`src/rtl/traffic_pkg.sv`:
```
// Shared types and lamp encoding for the traffic phase controller.
package traffic_pkg;

  typedef enum logic [1:0] {
    ALL_RED = 2'd0,
    GREEN   = 2'd1,
    YELLOW  = 2'd2,
    PED     = 2'd3
  } state_t;

  localparam int unsigned MAX_DIR = 4;
  localparam int unsigned LAMP_W  = 3;
  localparam int unsigned FIELD_W = MAX_DIR * LAMP_W;

  localparam logic [LAMP_W-1:0] LAMP_RED    = 3'b100;
  localparam logic [LAMP_W-1:0] LAMP_GREEN  = 3'b010;
  localparam logic [LAMP_W-1:0] LAMP_YELLOW = 3'b001;

  // Lamp field for the widest configuration; callers keep the low 3*NUM_DIR bits.
  function automatic logic [FIELD_W-1:0] light_field(input state_t st, input logic [1:0] dir);
    logic [FIELD_W-1:0] f;
    for (int i = 0; i < MAX_DIR; i++) begin
      f[LAMP_W*i +: LAMP_W] = LAMP_RED;
      if (2'(i) == dir) begin
        if (st == GREEN) begin
          f[LAMP_W*i +: LAMP_W] = LAMP_GREEN;
        end else if (st == YELLOW) begin
          f[LAMP_W*i +: LAMP_W] = LAMP_YELLOW;
        end
      end
    end
    return f;
  endfunction

endpackage

```
`src/rtl/traffic_phase_ctrl_dwell_timer.sv`:
```
// Tick-gated dwell counter; done fires on the tick that completes the dwell.
module dwell_timer #(
  parameter int unsigned CNT_W = 8
) (
  input  logic           clk,
  input  logic           rst,
  input  logic           tick_en,
  input  logic [CNT_W:0] dur,
  output logic           done
);

  logic [CNT_W-1:0] count;

  // dur may equal 2^CNT_W, so the terminal value dur-1 still fits in CNT_W bits.
  assign done = tick_en && (count == CNT_W'(dur - 1'b1));

  always_ff @(posedge clk) begin
    if (rst) begin
      count <= '0;
    end else if (done) begin
      count <= '0;
    end else if (tick_en) begin
      count <= count + 1'b1;
    end
  end

endmodule

```
`src/rtl/traffic_phase_ctrl.sv`:
```
// Round-robin traffic phase sequencer with latched pedestrian all-red walk phase.
module traffic_phase_ctrl
  import traffic_pkg::*;
#(
  parameter int unsigned NUM_DIR      = 2,
  parameter int unsigned CNT_W        = 8,
  parameter int unsigned GREEN_TICKS  = 20,
  parameter int unsigned YELLOW_TICKS = 4,
  parameter int unsigned ALLRED_TICKS = 2,
  parameter int unsigned PED_TICKS    = 10
) (
  input  logic                         clk,
  input  logic                         rst,
  input  logic                         tick_en,
  input  logic                         ped_req,
  output logic [3*NUM_DIR-1:0]         light,
  output logic                         walk,
  output logic [$clog2(NUM_DIR)-1:0]   cur_dir,
  output logic                         ped_pending
);

  localparam int unsigned DIR_W   = $clog2(NUM_DIR);
  localparam int unsigned LIGHT_W = 3 * NUM_DIR;
  localparam int unsigned DUR_W   = CNT_W + 1;

  state_t           state;
  state_t           state_nxt;
  logic [DIR_W-1:0] dir_nxt;
  logic             from_yellow;
  logic             from_yellow_nxt;
  logic             pend_nxt;
  logic             ped_enter;
  logic [DUR_W-1:0] dur;
  logic             done;

  dwell_timer #(
    .CNT_W (CNT_W)
  ) u_dwell_timer (
    .clk     (clk),
    .rst     (rst),
    .tick_en (tick_en),
    .dur     (dur),
    .done    (done)
  );

  // State register plus registered lamp decode of the next state.
  always_ff @(posedge clk) begin
    if (rst) begin
      state       <= ALL_RED;
      cur_dir     <= '0;
      from_yellow <= 1'b0;
      ped_pending <= 1'b0;
      light       <= LIGHT_W'(light_field(ALL_RED, 2'd0));
      walk        <= 1'b0;
    end else begin
      state       <= state_nxt;
      cur_dir     <= dir_nxt;
      from_yellow <= from_yellow_nxt;
      ped_pending <= pend_nxt;
      light       <= LIGHT_W'(light_field(state_nxt, 2'(dir_nxt)));
      walk        <= (state_nxt == PED);
    end
  end

  always_comb begin
    state_nxt       = state;
    dir_nxt         = cur_dir;
    from_yellow_nxt = from_yellow;
    dur             = DUR_W'(ALLRED_TICKS);

    case (state)
      ALL_RED: begin
        dur = DUR_W'(ALLRED_TICKS);
        if (done) begin
          // Walk is only granted in the clearance that follows a yellow.
          state_nxt       = (ped_pending && from_yellow) ? PED : GREEN;
          from_yellow_nxt = 1'b0;
        end
      end
      GREEN: begin
        dur = DUR_W'(GREEN_TICKS);
        if (done) begin
          state_nxt       = YELLOW;
          from_yellow_nxt = 1'b0;
        end
      end
      YELLOW: begin
        dur = DUR_W'(YELLOW_TICKS);
        if (done) begin
          state_nxt       = ALL_RED;
          from_yellow_nxt = 1'b1;
          dir_nxt         = (cur_dir == DIR_W'(NUM_DIR - 1)) ? '0 : cur_dir + 1'b1;
        end
      end
      PED: begin
        dur = DUR_W'(PED_TICKS);
        if (done) begin
          state_nxt       = ALL_RED;
          from_yellow_nxt = 1'b0;
        end
      end
      default: begin
        state_nxt = ALL_RED;
      end
    endcase

    ped_enter = (state_nxt == PED) && (state != PED);
    // A request on the entry cycle wins over the clear.
    pend_nxt  = ped_req || (ped_pending && !ped_enter);
  end

endmodule

```
`config.mk`:
```
export PLATFORM = sky130hd
export DESIGN_NAME = traffic_phase_ctrl
export DESIGN_NICKNAME = d
export VERILOG_FILES = /design/src/rtl/traffic_pkg.sv /design/src/rtl/traffic_phase_ctrl_dwell_timer.sv /design/src/rtl/traffic_phase_ctrl.sv
export SDC_FILE = /design/constraint.sdc
export NUM_CORES = 1
export LEC_CHECK = 0
export CAP_MARGIN = 30
export CORE_ASPECT_RATIO = 1.25
export CORE_MARGIN = 4
export CORE_UTILIZATION = 50
export CTS_CLUSTER_DIAMETER = 50
export DETAILED_ROUTE_END_ITERATION = 7
export MAX_ROUTING_LAYER = met4
export PLACE_DENSITY_LB_ADDON = 0.25
export SETUP_SLACK_MARGIN = 0.4
export SLEW_MARGIN = 25
export SYNTH_ARGS = -nofsm -noshare
export SYNTH_HDL_FRONTEND = slang
export SYNTH_SLANG_ARGS = --single-unit
```
`constraint.sdc`:
```
create_clock -name clk -period 7.8 [get_ports clk]
set_clock_uncertainty 0.1 [all_clocks]
set_input_delay 2.34 -clock clk [delete_from_list [all_inputs] [get_ports clk]]
set_output_delay 2.34 -clock clk [all_outputs]
set_load 0.01 [all_outputs]
```
==> flow_summary.json <==
{
  "worstSetupEndpointType": "flip-flop",
  "fin_crit_sh": 0.583,
  "power.leakage_nw": 0.512,
  "antenna_found_initial": 0,
  "grt_util_all_layers": 0.160,
  "layout.nets": 138,
  "num_vias": 801,
  "globalRouteOverflowTotal": 0,
  "dpl.hpwl_mm": 1.59,
  "reg2reg_depth": 11,
  "synth_edf_count": 0,
  "slew_headroom": 0.650,
  "yosysWarnings": 0,
  "clock_sinks": 20,
  "synth_area_leaders": "dfxtp_1 37%, ha_1 10%, mux2i_1 6.5%",
  "row_count": 18,
  "cts.hold.buffers_added": 0,
  "cp.arrival_ns": 4.67,
  "die_x_um": 49.7,
  "n_antenna_cell": 0,
  "pwr_density_cell_nw_per_um2": 162,
  "ys_seq_area_frac": 0.369,
  "min_from": "from_yellow",
  "ioPinCount": 13,
  "status": "finished clean",
  "routabilityCongestion": 0.757,
  "ys_ff_latch": 20,
  "synth_top_area_share": 0.369,
  "setup_total_negative_slack_ns": 0,
  "drt-initial-drc-count": 17,
  "postSynthCellCount": 111,
  "synthesis.area_sq_um": 1090,
  "async_reset_ff_frac": 0,
  "htreeDepth": 1,
  "cts_tree": "built",
  "clkLatencyLatePin_ns": 0.29,
  "hold_path_end": "from_yellow",
  "post_cts_buffers": 0,
  "regArea_sq_um": 400,
  "crit_path_start_kind": "input port",
  "cts.repair.resized": 0,
  "remaining_drc_errors": 0,
  "cp_max_fo": 7,
  "final_util": 0.609,
  "syn2layout_area_growth_pct": 13.7,
  "synth.net_count": 124,
  "yosys_most_used_dff": "dfxtp_1",
  "die_h_um": 60.1,
  "tightestPinTransition_ns": 0.517,
  "vdd_drop_max_v": 0.000103,
  "cts_root_buf": "clkbuf_4",
  "synth.distinct_cells": 38,
  "grt_pass1_wl_mm": 3.48,
  "route.met3.wl_um": 45,
  "reg2reg_to": "light[0]",
  "r2r_start": "state[0]",
  "setup_viol": 0,
  "drt-vias-per-instance": 5.60,
  "wl_mm": 2.02,
  "multi_input_area_sq_um": 652,
  "routed-wl-met2_mm": 1.14,
  "yosysMostFrequentCell": "dfxtp_1",
  "hp-class": "reg2reg",
  "report.final.slew_viol_count": 0,
  "cts_buffers": 3,
  "finalHoldViolCount": 0,
  "routedWlPerCell_um": 14.1,
  "min_period_ns": 4.55,
  "regToRegSetupSlack_ns": 4.51,
  "die_area_sq_um": 2990,
  "core_sq_um": 2030,
  "cts_max_path_buffers": 2,
  "highest_layer": "met4",
  "syn_area_per_cell_sq_um": 9.78,
  "rsz0062_at_grt": "no",
  "n_fill_cell": 190,
  "met1_length_um": 788,
  "critical_path_class": "in2reg",
  "grt_max_degree": 15,
  "worstPathRequired_ns": 7.92,
  "yosys.area.top_type": "dfxtp_1",
  "port_buffers": 12,
  "antenna_left": 0,
  "grt_pass1_vias": 829,
  "dr.pass1.iters": 3,
  "start_util": 0.536,
  "drive_gt1_frac": 0.106,
  "whs_path_depth": 2,
  "max_freq_mhz": 220,
  "synth_top_cells_by_count": "20 x dfxtp_1, 13 x nor2_1, 9 x ha_1",
  "clkTransAtPathRegs_ns": 0.10,
  "drv_cap": 0
}
## where the power goes
group,leakage (nW),internal (mW),total (mW),switching [mW]
registers,0.162,0.106,0.109,0.00309
logic,0.336,0.0207,0.0446,0.0239
clock network,0.0138,0.0179,0.0465,0.0285
total,0.512,0.144,0.200,0.0556
## per-layer routing
metal | up-vias | global-route usage
met2 | 11 | 0.308
met1 | 372 | 0.148
met3 | 4 | 0.0249
li1 | 414 | -
met5 | - | -
met4 | 0 | 0.0949
## cells in the final DEF, fill, tap and decap left out, types with 4 or more instances in the layout
cell and instances:
inv_1 4, dfxtp_1 20, nand2_1 4, ha_1 9, xnor2_1 5, xor2_1 6
clkdlybuf4s50_1 12, mux2i_1 7, a21oi_1 4, nor2_1 13
## stage by stage
step	total power, mW	area [sq um]	cells	hold slack, ns	worst slack, ns
after floorplan	0.144	1090	111	0.349	3.52
after global placement	0.154	1210	140	0.363	3.05
after detailed placement	0.155	1210	140	0.374	2.95
after CTS	0.204	1230	143	0.389	3.26
after global routing	0.215	1230	143	0.467	3.11
final	0.200	1230	143	0.400	3.25
## registers in the layout, summed over array words and instances (netlist names)
name                 flops
cur_dir                  1
walk                     1
light                    6
u_dwell_timer.count      8
ped_pending              1
state                    2
from_yellow              1
## critical path, stage by stage
cell and delay, ns:
clkdlybuf4s50_1 0.60, nand4bb_1 0.21, a211o_1 0.32, o21ai_1 0.25, a22o_1 0.17, ha_1 0.16
or3b_2 0.46, mux2i_1 0.15
## layout make-up
class	count	share of cell area
clock buffer	3	0.0182
sequential	20	0.324
inverter	4	0.0122
multi-input combinational	84	0.528
timing repair buffer	12	0.0973
tap	20	0.0203
## cells by family after synthesis
kind of cell,count (synthesis),share of synthesized area
muxes,8,0.0783
buffers and inverters,7,0.0311
adders and majority gates,9,0.104
DFF,20,0.369
xor gates and xnor gates,11,0.0887
and+or+nand+nor,42,0.230
AOI/OAI and AO/OA,14,0.0991
## worst max-delay path by stage
stage	start	to	slack, ns	cells past startpoint
final	tick_en	light[0]	3.25	8
after global routing	tick_en	light[3]	3.11	8
after CTS	tick_en	light[0]	3.26	8
after detailed placement	tick_en	light[0]	2.95	8
after global placement	tick_en	light[4]	3.05	8
after floorplan	tick_en	light[1]	3.52	8
No activity file was read; power rests on OpenSTA's default activity.
==> patch 1: new RTL, config.mk and constraints unchanged <==
The package constant `MAX_DIR` goes from 4 to 8.
--- a/src/rtl/traffic_pkg.sv
+++ b/src/rtl/traffic_pkg.sv
@@ -10,3 +10,3 @@
 
-  localparam int unsigned MAX_DIR = 4;
+  localparam int unsigned MAX_DIR = 8;
   localparam int unsigned LAMP_W  = 3;
Check against the original RTL: equivalent (Yosys induction, for registers that start in step).
==> patch 1 against the unedited design <==
- design area increased by 0.30%
- largest cell class unchanged
- setup slack improved by 0.028 ns
- sequential power about the same
- highest routed layer unchanged
- routed wire length decreased by 2.0%
- sequential cell count unchanged
- area after synthesis increased by 0.35%
- total power increased by 1.2%
==> patch 1: results (changes against the unedited design) <==
- The static leakage power came to 0.511 nW (-0.18%).
- The proportion of synthesized chip area in sequential cells is 36.7% (-0.13 points).
- The sum of net half-perimeters after detailed placement is 1.50 mm (-5.7%).
- u_dwell_timer.count holds more flip-flops than any other register.
- The run finished with clean final reports.
- The met2 track demand over resource is 27.6% (-3.2 points).
- The wire length on met3 was 81 um (+80%).
- Yosys attributes the largest share of cell area to dfxtp_1 (37%), ha_1 (10%), mux2i_1 (6.4%), xor2_1 (4.8%), nor2_1 (4.5%).
- The post-detailed-routing wire length is 1.98 mm (-2.0%).
- The arrival time at the worst endpoint is 4.65 ns (-0.02 ns).
- In this run the critical register-to-register path is launched from state[0].
- The detailed-route vias per instance is 5.76 (+2.7%).
- The global-route wire length before repair is 3.37 mm (-3.0%).
- The met1 routing resource usage after global routing is 15.7% (+0.94 points).
- The met3 global-route usage is 2.49% (unchanged).
- The number of buffers inserted by port buffering was 12 (unchanged).
- The internal power is 145 uW (+0.20%).
- The number of cells on the worst hold path is 2 (unchanged).
- By count the netlist is led by dfxtp_1 (20), nor2_1 (13), ha_1 (9).
- The total global routing track utilization is 15.4% (-0.54 points).
- The met2 wire length came to 1.01 mm (-11%).
- The cell sitting at the root of the clock tree is a clkbuf_4.
- The slack of the worst reg-to-reg path is 4.53 ns (+0.02 ns).
- The post-place instance area is 1220 um^2 (+0.31%).
- The placer congestion estimate is 0.751 (-0.78%).
- The fraction of final layout cells with drive strength greater than 1 is 10.6% (unchanged).
- The detailed-routing iteration count for the pre-antenna-repair pass was 4 (+1).
- The endpoint of the most critical register-to-register path is light[4].
- The number of buffers on the longest clock path came to 2 (unchanged).
- The number of antenna violations at the first check in global routing is 0 (unchanged).
- The violation count after the first detailed-route iteration is 14 (-3).
- The number of global-route vias before repair is 816 (-1.6%).
- The slew at the pin with the worst max-slew slack is 0.527 ns (+0.00938 ns).
- The post-route met1 wirelength was 831 um (+5.5%).
- For the worst-skew pair, the clock arrives at the later sink with an insertion delay of 0.30 ns.
- The maximum resistive drop on vdd is 0.0879 mV (-14%).
## patch 1: worst max path at each step
stage               slack [ns]  cells after the start        to
floorplan                 3.52                      8  light[1]
global placement          3.05                      8  light[4]
detailed placement        2.97                      8  light[4]
CTS                       3.28                      8  light[4]
global route              3.11                      8  light[1]
finish                    3.28                      8  light[4]
## patch 1: cell families after synthesis
kind of cell	Yosys count	synth area share [%]
flip-flops	20	36.7
adder cells (fa/ha/maj)	9	10.3
buffers and inverters	7	3.10
multiplexers	8	7.81
AND/OR/NAND/NOR	42	23.0
AO/OA/AOI/OAI	14	10.2
XOR/XNOR	11	8.84
## patch 1: final cells by class
type                            count  area, um^2
Inverter                            4        15.0
Fill cell                         185         788
Sequential cell                    20         400
Timing Repair Buffer               12         120
Tap cell                           20        25.0
Clock buffer                        3        22.5
Multi-Input combinational cell     84         656
## patch 1: worst max-delay path, stage by stage
cell,delay [ns]
clkdlybuf4s50_1,0.60
nand4bb_1,0.22
a211oi_4,0.27
nand2_1,0.14
a22oi_1,0.28
ha_1,0.20
or3b_2,0.46
mux2i_1,0.14
## patch 1: per-stage QoR
step                power (mW)  hold WS, ns  worst slack [ns]  std cells
global route             0.213        0.419              3.11        143
finish                   0.202        0.389              3.28        143
CTS                      0.204        0.391              3.28        143
global placement         0.154        0.370              3.05        140
detailed placement       0.156        0.366              2.97        140
floorplan                0.145        0.349              3.52        111
## patch 1: power by group through the flow
stage | clock network [mW] | logic [mW] | registers [mW]
floorplan | 0 | 0.0335 | 0.111
global placement | 0 | 0.0430 | 0.111
detailed placement | 0 | 0.0448 | 0.111
CTS | 0.0502 | 0.0450 | 0.109
global route | 0.0536 | 0.0501 | 0.109
finish | 0.0483 | 0.0450 | 0.109
==> patch 2: new RTL, same flow settings <==
Without the edit above. Reset style: asynchronous (`rst`), changed in 2 clocked blocks.
--- a/src/rtl/traffic_phase_ctrl_dwell_timer.sv
+++ b/src/rtl/traffic_phase_ctrl_dwell_timer.sv
@@ -16,3 +16,3 @@
 
-  always_ff @(posedge clk) begin
+  always_ff @(posedge clk or posedge rst) begin
     if (rst) begin
--- a/src/rtl/traffic_phase_ctrl.sv
+++ b/src/rtl/traffic_phase_ctrl.sv
@@ -46,3 +46,3 @@
   // State register plus registered lamp decode of the next state.
-  always_ff @(posedge clk) begin
+  always_ff @(posedge clk or posedge rst) begin
     if (rst) begin
Check against the original RTL: differs if rst is asserted again (counterexample within 4 cycles, from zero or initial values and one cycle with rst high); with rst held inactive, the same outputs for 10 cycles.
==> patch 2 against the unedited design <==
- sequential cell count unchanged
- design area increased by 1.1%
- critical path depth unchanged
- setup slack got worse by 0.025 ns
- routed wire length decreased by 10%
- area after synthesis decreased by 0.35%
- critical path type unchanged
Power is not compared: it rests on default switching activity, and its combinational part moved more than twofold at a synthesized area within 25%.
==> patch 2: results (changes against the unedited design) <==
- The fraction of synthesis flops using an asynchronous set or reset pin was 100% (+100 points).
- The proportion of synthesized chip area in sequential cells is 46.5% (+9.6 points).
- The placement-stage worst setup slack is 2.91 ns (-0.0390 ns).
- The slack of the worst reg-to-reg path is 4.55 ns (+0.04 ns).
- The arrival time at the worst endpoint came to 4.70 ns (+0.03 ns).
- The count of filler cells inserted in the layout is 166 (-13%).
- The net count of the mapped netlist is 108 (-13%).
- In the synthesized netlist, the cells that appear most often are dfrtp_1 (18), ha_1 (10), mux2i_1 (7), xnor2_1 (7).
- The worst-case reg-to-reg path depth is 11 (unchanged).
- The number of maximum-capacitance violations is 0 (unchanged).
- The number of cells on the worst hold path was 1 (-1).
- The core utilization of the finished layout was 61.6% (+0.68 points).
- The sum of net half-perimeters after detailed placement came to 1.38 mm (-13%).
- The worst min-delay path startpoint is u_dwell_timer.count[7].
- The number of instances in the placed design is 124 (-11%).
- The violation count after the first detailed-route iteration was 11 (-6).
- The post-synthesis share of cell area spent on full adders, half adders and majority gates is 11.6% (+1.2 points).
- The worst slew margin relative to its limit came to 51.0% (-14 points).
- The per-cell routed wire length is 14.2 um (+0.43%).
- The fraction of final layout cells with drive strength greater than 1 is 10.2% (-0.38 points).
- The detailed-routing iteration count for the pre-antenna-repair pass is 4 (+1).
- The post-route worst hold slack is 0.390 ns (-0.00962 ns).
- The number of buffers on the longest clock path is 2 (unchanged).
- The parity-gate share of the synthesized area counting xor and xnor cells is 9.71% (+0.84 points).
- The antenna cell count is 0 (unchanged).
- The distinct cell type count of the synthesized netlist is 30 (-21%).
- The worst hold endpoint is u_dwell_timer.count[7].
- The highest net fanout along the worst path is 10 (+3).
- The synthesized area per cell is 11.5 um^2 (+18%).
- The largest net degree at the start of global routing is 21 (+6).
- The number of buffers created by CTS is 3 (unchanged).
- The static leakage power is 0.585 nW.
- The global-route wire length before repair was 3.08 mm (-12%).
- The number of instances resized during post-cts repair was 0 (unchanged).
- The final non-filler cell total is 128 (-10%).
- The worst register-to-register path begins at state[0].
- After synthesis, the cell types taking the most area are dfrtp_1 (42%), ha_1 (12%), mux2i_1 (6.5%), xnor2_1 (5.7%), dfstp_2 (4.9%).
- The multiplexer area fraction after synthesis is 7.86% (+0.027 points).
- The flow ran to the end, and the final reports show no timing, DRC or antenna violations.
- In this run the critical register-to-register path is captured at light[2].
- The compound-gate portion of the synthesized area is 7.28% (-2.6 points).
- The family of cells with the greatest summed delay on the critical path is simple AND/OR/NAND/NOR gates.
- The total global routing track utilization is 13.8% (-2.2 points).
- The placer congestion estimate is 0.750 (-0.82%).
- The count of vias placed by the detailed router is 694 (-13%).
-- patch 2: changes by cell type after synthesis, moves of 3 or more --
cell	before	now
dfrtp_1	0	18
nand3_1	3	0
dfxtp_1	20	0
nor2_1	13	5
a21oi_1	4	1
-- patch 2: power by group through the flow --
stage	combinational, mW	sequential [mW]	clock [mW]
after floorplan	0.162	0.169	0
after global placement	0.210	0.168	0
after detailed placement	0.216	0.170	0
after CTS	0.217	0.168	0.0620
after global routing	0.243	0.173	0.0646
final	0.215	0.168	0.0598
-- patch 2: routing by layer --
| metal | wire [um] | GRT usage (%) |
|---|---|---|
| met1 | 872 | 17.1 |
| met4 | 6 | 3.56 |
| met3 | 25 | 1.50 |
| met5 | 0 | - |
| met2 | 908 | 24.0 |
-- patch 2: area by class of cell --
class                           count  share of cell area [%]
Sequential cell                    20                    40.3
Inverter                            6                    1.80
Clock buffer                        4                    2.91
Tap cell                           20                    2.00
Timing Repair Buffer               12                    9.62
Multi-Input combinational cell     66                    43.4
-- patch 2: cells by family (layout without fill, tap and decap cells) --
kind of cell               after synthesis  count (layout)
buffers and inverters                    8              22
DFF                                     20              20
muxes                                    8               8
adders and majority gates               10              10
AOI/OAI and AO/OA                       10              10
xor gates and xnor gates                12              12
and+or+nand+nor                         26              26
-- patch 2: how the worst max path moves through the flow --
stage | from | end | slack [ns] | cells past startpoint
2_1_floorplan | tick_en | light[5] | 3.61 | 9
3_3_place_gp | tick_en | light[5] | 3.01 | 8
3_5_place_dp | tick_en | light[2] | 2.91 | 8
4_1_cts | tick_en | light[2] | 3.24 | 8
5_1_grt | tick_en | light[2] | 2.96 | 8
6_report | tick_en | light[2] | 3.23 | 8
